[src/rtl/lut_ff_mux_pkg.sv]
// lut_ff_mux_pkg: shared state encoding and size helpers for the LUT/FF/mux array.
// Rev 1.0
`default_nettype none

package lut_ff_mux_pkg;

   typedef enum logic [1:0] {
      IDLE   = 2'd0,
      LOAD   = 2'd1,
      COMMIT = 2'd2
   } cfg_state_t;

   function automatic int mask_w(input int k);
      return 1 << k;
   endfunction

   function automatic int cfg_bits(input int nch, input int k);
      return nch * mask_w(k);
   endfunction

   function automatic int beats(input int nch, input int k, input int cfg_w);
      return cfg_bits(nch, k) / cfg_w;
   endfunction

   // Beats must tile the mask vector exactly, otherwise the shadow packing breaks.
   function automatic bit cfg_w_ok(input int nch, input int k, input int cfg_w);
      return (cfg_w > 0) && ((cfg_bits(nch, k) % cfg_w) == 0);
   endfunction

endpackage

`default_nettype wire

[src/rtl/lut_ff_mux_cell.sv]
// lut_ff_mux_cell: one K-input LUT, its flip-flop and the registered/combinational output mux.
// Rev 1.0
`default_nettype none

module lut_ff_mux_cell
   import lut_ff_mux_pkg::*;
#(
   parameter int K = 4
) (
   input  logic                 clk,
   input  logic                 rst,
   input  logic [mask_w(K)-1:0] mask,
   input  logic [K-1:0]         in,
   input  logic                 ce,
   input  logic                 mux_sel,
   output logic                 q
);

   logic lut;
   logic ff;

   assign lut = mask[in];

   always_ff @(posedge clk or negedge rst) begin
      if (!rst) begin
         ff <= 1'b0;
      end else if (ce) begin
         ff <= lut;
      end
   end

   assign q = mux_sel ? ff : lut;

endmodule

`default_nettype wire

[src/rtl/lut_ff_mux_array.sv]
// lut_ff_mux_array: NCH run-time programmable LUT/FF/mux channels with a double-buffered
// configuration stream. Rev 1.0
`default_nettype none

module lut_ff_mux_array
   import lut_ff_mux_pkg::*;
#(
   parameter int NCH   = 4,
   parameter int K     = 4,
   parameter int CFG_W = 8
) (
   input  logic               clk,
   input  logic               rst,
   input  logic [NCH*K-1:0]   in,
   input  logic [NCH-1:0]     mux_sel,
   input  logic               ce,
   input  logic               cfg_start,
   input  logic               cfg_valid,
   input  logic [CFG_W-1:0]   cfg_data,
   output logic               cfg_ready,
   output logic               cfg_done,
   output logic               configured,
   output logic [NCH-1:0]     Q
);

   localparam int MASK_W   = mask_w(K);
   localparam int CFG_BITS = cfg_bits(NCH, K);
   localparam int BEATS    = beats(NCH, K, CFG_W);
   localparam int CNT_W    = (BEATS > 1) ? $clog2(BEATS) : 1;

   if (!cfg_w_ok(NCH, K, CFG_W)) begin : g_cfg_w_check
      $error("lut_ff_mux_array: CFG_W must divide NCH*2^K");
   end

   cfg_state_t          state;
   cfg_state_t          next_state;
   logic [CNT_W-1:0]    cnt;
   logic [CFG_BITS-1:0] shadow;
   logic [CFG_BITS-1:0] active;
   logic                beat_acc;
   logic                last_beat;

   // A restart in LOAD wins over a beat presented in the same cycle.
   assign beat_acc  = cfg_ready && cfg_valid && !cfg_start;
   assign last_beat = beat_acc && (cnt == CNT_W'(BEATS - 1));

   always_ff @(posedge clk or negedge rst) begin
      if (!rst) begin
         state <= IDLE;
      end else begin
         state <= next_state;
      end
   end

   always_comb begin
      next_state = state;
      cfg_ready  = 1'b0;
      case (state)
         IDLE: begin
            if (cfg_start) begin
               next_state = LOAD;
            end
         end
         LOAD: begin
            cfg_ready = 1'b1;
            if (last_beat) begin
               next_state = COMMIT;
            end
         end
         COMMIT: begin
            next_state = IDLE;
         end
         default: begin
            next_state = IDLE;
         end
      endcase
   end

   always_ff @(posedge clk or negedge rst) begin
      if (!rst) begin
         cnt    <= '0;
         shadow <= '0;
      end else if (cfg_start && (state == IDLE || state == LOAD)) begin
         cnt <= '0;
      end else if (beat_acc) begin
         cnt    <= cnt + CNT_W'(1);
         shadow <= (shadow << CFG_W) | CFG_BITS'(cfg_data);
      end
   end

   // LUTs keep the old masks until the commit edge.
   always_ff @(posedge clk or negedge rst) begin
      if (!rst) begin
         active     <= '0;
         cfg_done   <= 1'b0;
         configured <= 1'b0;
      end else if (state == COMMIT) begin
         active     <= shadow;
         cfg_done   <= 1'b1;
         configured <= 1'b1;
      end else begin
         cfg_done   <= 1'b0;
      end
   end

   for (genvar c = 0; c < NCH; c++) begin : g_ch
      lut_ff_mux_cell #(
         .K (K)
      ) u_cell (
         .clk     (clk),
         .rst     (rst),
         .mask    (active[c*MASK_W +: MASK_W]),
         .in      (in[c*K +: K]),
         .ce      (ce),
         .mux_sel (mux_sel[c]),
         .q       (Q[c])
      );
   end

endmodule

`default_nettype wire

[config.mk]
export PLATFORM = sky130hd
export DESIGN_NAME = lut_ff_mux_array
export DESIGN_NICKNAME = d
export VERILOG_FILES = /design/src/rtl/lut_ff_mux_pkg.sv /design/src/rtl/lut_ff_mux_cell.sv /design/src/rtl/lut_ff_mux_array.sv
export SDC_FILE = /design/constraint.sdc
export NUM_CORES = 1
export LEC_CHECK = 0
export BUFFER_PORTS_ARGS = -buffer_cell sky130_fd_sc_hd__buf_2
export CORE_ASPECT_RATIO = 1.5
export CORE_UTILIZATION = 55
export CTS_CLUSTER_DIAMETER = 100
export DETAILED_ROUTE_END_ITERATION = 8
export GPL_TIMING_DRIVEN = 0
export MAX_ROUTING_LAYER = met4
export PLACE_DENSITY = 0.79
export SLEW_MARGIN = 20
export SYNTH_ARGS = -nofsm -noshare
export SYNTH_HDL_FRONTEND = slang
export SYNTH_SLANG_ARGS = --single-unit
[constraint.sdc]
create_clock -name clk -period 3.8 [get_ports clk]
set_input_delay 0.38 -clock clk [delete_from_list [all_inputs] [get_ports clk]]
set_output_delay 0.38 -clock clk [all_outputs]
set_load 0.02 [all_outputs]
==> results.cfg, run 1 <==
[floorplanning]
rows = 45
core_area_um2 = 10200
start_util_pct = 57.2
ios = 40
die_h_um = 128
dieArea_um2 = 11100
dieWidth_um = 86.3

[grt]
grt_overflow = 0
antenna_found_initial = 0
grt_max_degree = 89
grt_pass1_vias = 3585
grt_pass1_wl_um = 18200
grt_use_total_pct = 23.0

[place]
pre_cts_ws_ns = 1.49
routabilityCongestion = 0.791
place.port_buffers = 34
dp_hpwl_um = 7300
dp.cells = 554

[sta]
worstMarginPinSlew_ns = 0.441
slew_headroom_pct = 70.6
period_needed_ns = 2.55
slew_viol_final = 0
timing.hold.ws_ns = 0.196
max_freq_mhz = 392
worst_slack_ns = 1.25
fin_crit_sh_pct = 67.2
setup_tns_ns = 0
report.final.hold_viol_count = 0
rsz0062_at_grt = no
fin_worst_skew_ns = 0.00482
setup_viol = 0

[finish]
area.growth.synth_to_final_pct = 18.4
n_antenna_cell = 0
layout_commonest_cell = mux2_2
final_util_pct = 67.7
nets = 468
final_cell_mix = 143 x mux2_2, 139 x dfrtp_1, 39 x buf_2
drive_gt1_share_pct = 52.7
final_cell_count_no_fill = 587

[drt]
drt_first_pass_iters = 4
drcViolationCount = 0
antenna_left = 0
drt_iter0_markers = 102
vias = 3291
wl_per_cell_um = 18.5
wirelength_um = 10900
via_per_inst = 5.61

[cts]
path_clk_slew_ns = 0.05
cts_sinks = 139
cts-root-buf = clkbuf_16
cts_max_level = 4
cts_tree = yes
clk_latency_ns = 0.42
cts-buffers-inserted = 17
cts_buffer_depth = 2

[synth]
ys_ff_latch = 139
synth_ff_type = dfrtp_1
yosysUniqueCellTypes = 28
yosysWarnings = 0
syn_avg_cell_area_um2 = 15.5
yosysSeqAreaShare_pct = 59.3
syn_area_um2 = 5860
syn_nets = 413
syn-instance-count = 378
synth_enable_flop_cells = 0
async_flop_share_pct = 100

[job]
drv_cap = 0

[power]
p_leak_uw = 0.00333
power.density_nw_per_um2 = 619
peakVddDrop_mv = 0.556

[worst_hold_path]
hold_path.class = in -> reg

[setup_path]
end_kind = primary output
required_ns = 3.42
startpoint_type = flip-flop
regToRegSetupSlack_ns = 2.01
critPathKind = reg -> out
worst-path-max-fanout = 2
cp.arrival_ns = 2.17

[outcome]
outcome = finished clean
-- path summary, 6_finish.rpt --
kind                              endpoint  depth (start not counted)   startpoint
worst max register to register  active[40]                          4     state[1]
max in group asynchronous       shadow[45]                          3          rst
worst min-delay path             shadow[5]                          2  cfg_data[5]
worst max-delay path                  Q[3]                          6   active[58]
worst min register to register  configured                          1   configured
min in group asynchronous       configured                          2          rst
-- metrics by stage --
stage,total power [uW],cell area [um^2]
3_5_place_dp,2440,6250
2_1_floorplan,2220,5860
5_1_grt,4470,6940
6_report,4300,6940
4_1_cts,4340,6940
3_3_place_gp,2400,6210
-- registers in the layout (all words and copies together) (netlist names) --
signal	cells
active	64
cfg_done	1
shadow	64
cnt	3
state	2
configured	1
g_ch.u_cell.ff	4
-- cells by family (layout without fill, tap and decap cells) --
group / Yosys count / in the layout / share of synthesized area, %
mux: 156 / 156 / 31.6
flops: 139 / 139 / 59.3
compound gates: 29 / 29 / 3.24
simple gates: 27 / 27 / 2.37
buf+inv: 25 / 93 / 3.07
fa+ha+maj: 2 / 2 / 0.427
-- layout make-up --
cell class | count | area, um^2
plain buffers | 23 | 173
clock buffers | 20 | 467
clock inverters | 12 | 216
fillers | 729 | 3310
inverters | 2 | 7.51
multi-input cells | 214 | 2200
flip-flops and latches | 139 | 3480
well taps | 141 | 176
repair buffers | 36 | 218
-- cells in the mapped netlist, drive strengths merged (2+ instances only) --
cell    number  area share (%)
buf         20             2.7
a211oi       3            0.38
o21ai        7            0.60
nand2b       4            0.43
a21oi        2            0.17
mux2i        6             1.0
nor2b        5            0.53
dfrtp      139              59
nor2         4            0.26
nand2        9            0.58
o32ai        5            0.75
clkbuf       3            0.26
mux4         7             3.1
inv          2            0.13
a31oi        3            0.32
o22ai        6            0.64
a22oi        2            0.26
mux2       143              27
ha           2            0.43
-- report_power, final --
group          internal (uW)  switching, uW
clock network           1280            600
logic                    266            156
registers               1760            237
total                   3310            993
-- repair_timing --
action,4_1_cts,5_1_grt
endpoints found under the hold margin,51,0
setup endpoints to repair,0,0
buffers inserted,0,0
hold buffers,1,0
resized for setup,0,0
-- critical path: stages, from the launching register on --
cell and delay (ns):
dfrtp_1 0.38, mux4_1 0.53, o22ai_1 0.17, o32ai_1 0.13, mux2_2 0.28, buf_4 0.13
buf_2 0.15
-- metal layers --
layer / track usage, % / wire [um] / up-vias
li1: - / - / 1492
met1: 24.3 / 4170 / 1728
met2: 41.4 / 6230 / 54
met3: 5.52 / 271 / 17
met4: 8.43 / 208 / 0
met5: - / 0 / -
Power figures use the tool's default switching activity.
==> run 2: changes to the inputs <==
CORE_UTILIZATION = 54   (was 55)
PLACE_DENSITY = 0.8   (was 0.79)
clock period = 2.2 ns   (was 3.8 ns; I/O delays follow)
==> run 2 against run 1 <==
  * The flow now finishes with violations (negative setup slack)
  * Critical path depth down 1
  * Utilization down 1.9 points
  * Non-clock buffer count down 1
  * Cell count up 0.34%
  * Wire length up 2.0%
  * Clock skew about the same
  * Worst hold slack worse by 0.16 ns
  * Critical path type unchanged
  * Largest power group unchanged
  * Highest routed layer unchanged
==> results.cfg, run 2 (synthesis results as in run 1) <==
[setup_path]
r2r_cells = 4
required_ns = 1.98
critPathSlowestCell = mux4_2
regToRegSetupSlack_ns = 0.35
worst-path-max-fanout = 2
end_kind = primary output
path_cells = mux4_2, o22ai_2, o32ai_2, mux2_4, buf_6
slowest_delay_ns = 0.49
worstReg2RegStart = state[1]
startpoint_type = flip-flop
reg2reg_to = active[51]
cp.arrival_ns = 1.99
critPathKind = reg -> out

[sta]
fin_worst_skew_ns = 0.00473
setup_viol = 1
report.final.hold_viol_count = 0
period_needed_ns = 2.21
worst_slack_ns = -0.00658
worstMarginPinSlew_ns = 0.522
slew_headroom_pct = 65.2
timing.hold.ws_ns = 0.0332
slew_viol_final = 0
rsz0062_at_grt = yes
fin_crit_sh_pct = 100
max_freq_mhz = 453

[power]
power_frac_comb_pct = 10.3
power_switching_uw = 1710
peakVddDrop_mv = 0.723
clkPwrFrac_pct = 42.0
switching_share_pct = 23.7
p_leak_uw = 0.00330
power.density_nw_per_um2 = 1040
share_seq_of_total_power_pct = 47.7
intPower_uw = 5520

[grt]
antenna_found_initial = 0
grt_pass1_wl_um = 18300
grt_overflow = 0
grt_use_total_pct = 23.1
grt_pass1_vias = 3596
grt_max_degree = 104

[finish]
nets = 467
drive_gt1_share_pct = 56.0
regArea_um2 = 3480
reg.largest.list = active x64, shadow x64, g_ch.u_cell.ff x4
layout_commonest_cell = mux2_2
area.growth.synth_to_final_pct = 18.9
multiInputGateArea_um2 = 2250
final_cell_mix = 140 x mux2_2, 139 x dfrtp_1, 35 x buf_2
fillers = 771
n_antenna_cell = 0

[drt]
vias = 3275
antenna_left = 0
wirelength_um = 11100
wl_per_cell_um = 18.8
drt_first_pass_iters = 4
via_per_inst = 5.56
drcViolationCount = 0
drt_iter0_markers = 161

[worst_hold_path]
hold_path.class = in -> reg
hold_path_depth = 2
min_to = shadow[6]
min_from = cfg_data[6]

[cts]
cts-buffers-inserted = 17
cts_tree = yes
path_clk_slew_ns = 0.06
clk_latency_ns = 0.41
cts_sinks = 139
cts-root-buf = clkbuf_16
cts_max_level = 4
cts_buffer_depth = 2

[place]
pre_cts_ws_ns = 0.197
dp_hpwl_um = 7370
routabilityCongestion = 0.755
place.port_buffers = 34

[outcome]
violations = negative setup slack
outcome = finished with violations

[floorplanning]
die_h_um = 130
dieArea_um2 = 11300
core_area_um2 = 10600
rows = 46
ios = 40
start_util_pct = 55.4
dieWidth_um = 87.1

[job]
drv_cap = 0
-- run 2: cell count changes in the layout (fill, tap and decap cells not counted), sizes merged --
cell and change:
clkbuf +1, buf -1, clkinvlp +3, clkinv -2, bufinv -2
-- run 2: final cells by class --
type                       instances  area share [%]
tap                              144            2.59
multi-input combinational        214            32.3
sequential                       139            49.9
clock buffer                      21            6.89
buffer                            19            2.05
inverter                           2           0.108
timing repair buffer              39            3.75
clock inverter                    11            2.37
-- run 2: routing by layer --
layer  share of wire, %  vias up  wire length, um  global-route usage [%]
met3                3.2       23              352                    5.61
met2                 55       61             6080                    39.7
met5                  0        -                0                       -
met4                3.0        0              337                    11.1
met1                 39     1713             4320                    24.7
li1                   -     1478                -                       -
-- run 2: how the worst max path moves through the flow --
stage	slack, ns	from	depth (start not counted)	to
finish	-0.007	active[54]	5	Q[3]
global route	-0.07	active[62]	5	Q[3]
CTS	-0.03	active[62]	5	Q[3]
detailed placement	0.20	in[13]	7	Q[3]
global placement	-0.89	rst	1	cnt[0]
floorplan	0.45	state[1]	5	shadow[0]
-- run 2: through the flow --
step           power, uW  std cells  utilization, %  area, um^2  TNS (ns)
6_report            7240        589            65.8        6970  -0.00658
5_1_grt             7530        589            65.8        6970    -0.167
3_3_place_gp        4140        556            58.7        6210   -121.71
2_1_floorplan       3840        378               -        5860         0
4_1_cts             7290        589            65.8        6970   -0.0505
3_5_place_dp        4220        557            59.0        6250         0
-- run 2: power by group through the flow --
stage          combinational [uW]  clock [uW]  sequential [uW]
2_1_floorplan                 557           0             3280
3_3_place_gp                  676           0             3460
3_5_place_dp                  729           0             3490
4_1_cts                       759        3080             3450
5_1_grt                       817        3190             3520
6_report                      746        3040             3450
-- run 2: worst max-delay path, delay by kind of cell, from the launching register on --
family | cells | cell delay [ns]
muxes | 2 | 0.78
DFF | 1 | 0.38
AOI/OAI and AO/OA | 2 | 0.28
buffers and inverters | 1 | 0.13
-- run 2: what timing repair did --
action,in CTS,in global routing
endpoints found under the hold margin,36,0
gates resized for setup,24,1
pin swaps,5,6
hold buffers,1,0
buffers inserted,2,1
setup endpoints to repair,3,4
==> run 3: changes to the inputs <==
CELL_PAD_IN_SITES_DETAIL_PLACEMENT = 1   (was default)
CELL_PAD_IN_SITES_GLOBAL_PLACEMENT = 1   (was default)
CORE_UTILIZATION = 46   (was 54)
PLACE_DENSITY = 0.81   (was 0.8)
==> run 3 against run 2 <==
  * Highest routed layer unchanged
  * Clock skew up 0.0032 ns
  * Worst hold slack gained 0.00072 ns
  * Utilization shrank 9.9 points
  * The flow still finishes with violations (negative setup slack)
  * Maximum frequency shrank 1.6%
  * Cell area down 0.16%
  * Global-route usage is 0.90 points lower
  * Non-clock buffer count did not move
  * Wire length increased by 15%
  * Sequential cell count unchanged
==> results.cfg, run 3 (synthesis results as in run 1) <==
[power]
p_leak_uw = 0.00330
peakVddDrop_mv = 0.572
power.density_nw_per_um2 = 1040

[grt]
grt_overflow = 0
grt_pass1_wl_um = 20800
antenna_found_initial = 0
grt_max_degree = 89
grt_pass1_vias = 3872
grt_use_total_pct = 22.2

[floorplanning]
core_area_um2 = 12400
dieWidth_um = 94.2
rows = 50
ios = 40
dieArea_um2 = 13200
die_h_um = 140
start_util_pct = 47.1

[finish]
reg.largest.list = active x64, shadow x64, g_ch.u_cell.ff x4
area.growth.synth_to_final_pct = 18.7
drive_gt1_share_pct = 55.6
final_area_um2 = 6960
n_antenna_cell = 0
fillers = 1151
nets = 467
layout_commonest_cell = mux2_2
final_cell_mix = 140 x mux2_2, 139 x dfrtp_1, 36 x buf_2

[sta]
fin_worst_skew_ns = 0.00797
rsz0062_at_grt = yes
max_freq_mhz = 446
worst_slack_ns = -0.0418
worstMarginPinSlew_ns = 0.454
setup_viol = 2
slew_viol_final = 0
timing.hold.ws_ns = 0.0339
period_needed_ns = 2.24
setup_tns_ns = -0.0617
report.final.hold_viol_count = 0
slew_headroom_pct = 69.8
fin_crit_sh_pct = 102

[setup_path]
end_kind = primary output
crit_family = multiplexers
cp.depth = 5
required_ns = 1.98
path_cells = mux4_2, o22ai_2, o32ai_2, mux2_4, buf_6
cp.arrival_ns = 2.02
startpoint_type = flip-flop
worst-path-max-fanout = 2
r2r_cells = 4
critPathKind = reg -> out
critPathSlowestCell = mux4_2
critPathBufInv = 1
slowest_delay_ns = 0.48

[cts]
clk_latency_ns = 0.41
path_clk_slew_ns = 0.06
cts-root-buf = clkbuf_16
cts_buffer_depth = 2
cts_tree = yes
cts_max_level = 4
cts_sinks = 139
cts-buffers-inserted = 17

[worst_hold_path]
hold_path.class = in -> reg
hold_path_depth = 2

[drt]
antenna_left = 0
wl_per_cell_um = 21.2
drt_iter0_markers = 128
vias = 3304
drcViolationCount = 0
via_per_inst = 5.51
wirelength_um = 12700
drt_first_pass_iters = 4

[place]
place.port_buffers = 34
placed_area_um2 = 6270
dp_hpwl_um = 8390
routabilityCongestion = 0.742

[job]
drv_cap = 0

[outcome]
violations = negative setup slack
outcome = finished with violations
[run 3: cell types whose count changed in the layout (fill, tap and decap cells not counted)]
cell        previous run  this run
buf_2                 35        36
buf_4                  8         7
bufinv_16              4         3
clkbuf_1               0         1
clkbuf_8               4         6
clkinv_2               3         4
clkinvlp_4             4         0
[run 3: what timing repair did]
action / CTS / global route
hold buffers: 1 / 0
endpoints found under the hold margin: 51 / 0
pin swaps: 6 / 5
setup buffers: 2 / 0
endpoints found under the setup margin: 3 / 3
gates resized for setup: 23 / 1
[run 3: layout make-up]
cell class                 instances  area (um^2)  share of cell area [%]
buffer                            20          150                    2.16
clock buffer                      24          512                    7.35
clock inverter                     7          110                    1.58
inverter                           2         7.51                   0.108
multi-input combinational        214         2250                    32.4
sequential                       139         3480                    50.0
tap                              156          195                    2.81
timing repair buffer              38          251                    3.61
[run 3: final timing paths]
check	end	slack [ns]	from
min in group asynchronous	cfg_done	0.31	rst
worst min-delay path	shadow[7]	0.03	cfg_data[7]
worst min register to register	configured	0.46	configured
max in group asynchronous	active[37]	1.12	rst
worst max-delay path	Q[0]	-0.04	active[6]
worst max register to register	active[28]	0.35	state[1]
[run 3: power by group]
group / internal (uW) / leakage, uW / total (uW) / switching (uW)
clock network: 1950 / 0.000312 / 2960 / 1010
logic: 472 / 0.00119 / 760 / 288
registers: 3040 / 0.00180 / 3490 / 446
[run 3: per-stage QoR]
step	total power [uW]	cells	utilization [%]	setup WS [ns]
after global placement	4150	568	50.0	-0.886
after detailed placement	4270	569	50.3	0.193
after floorplan	3840	378	-	0.445
after CTS	7300	600	55.9	-0.0942
after global routing	7500	600	55.9	-0.105
final	7210	600	55.9	-0.0418
[run 3: per-layer routing]
layer  routed length (um)  global-route usage [%]  vias to the layer above
li1                     -                       -                     1475
met1                 4850                    23.5                     1756
met2                 7320                    39.8                       55
met3                  286                    4.29                       18
met4                  244                    8.42                        0
met5                    0                       -                        -
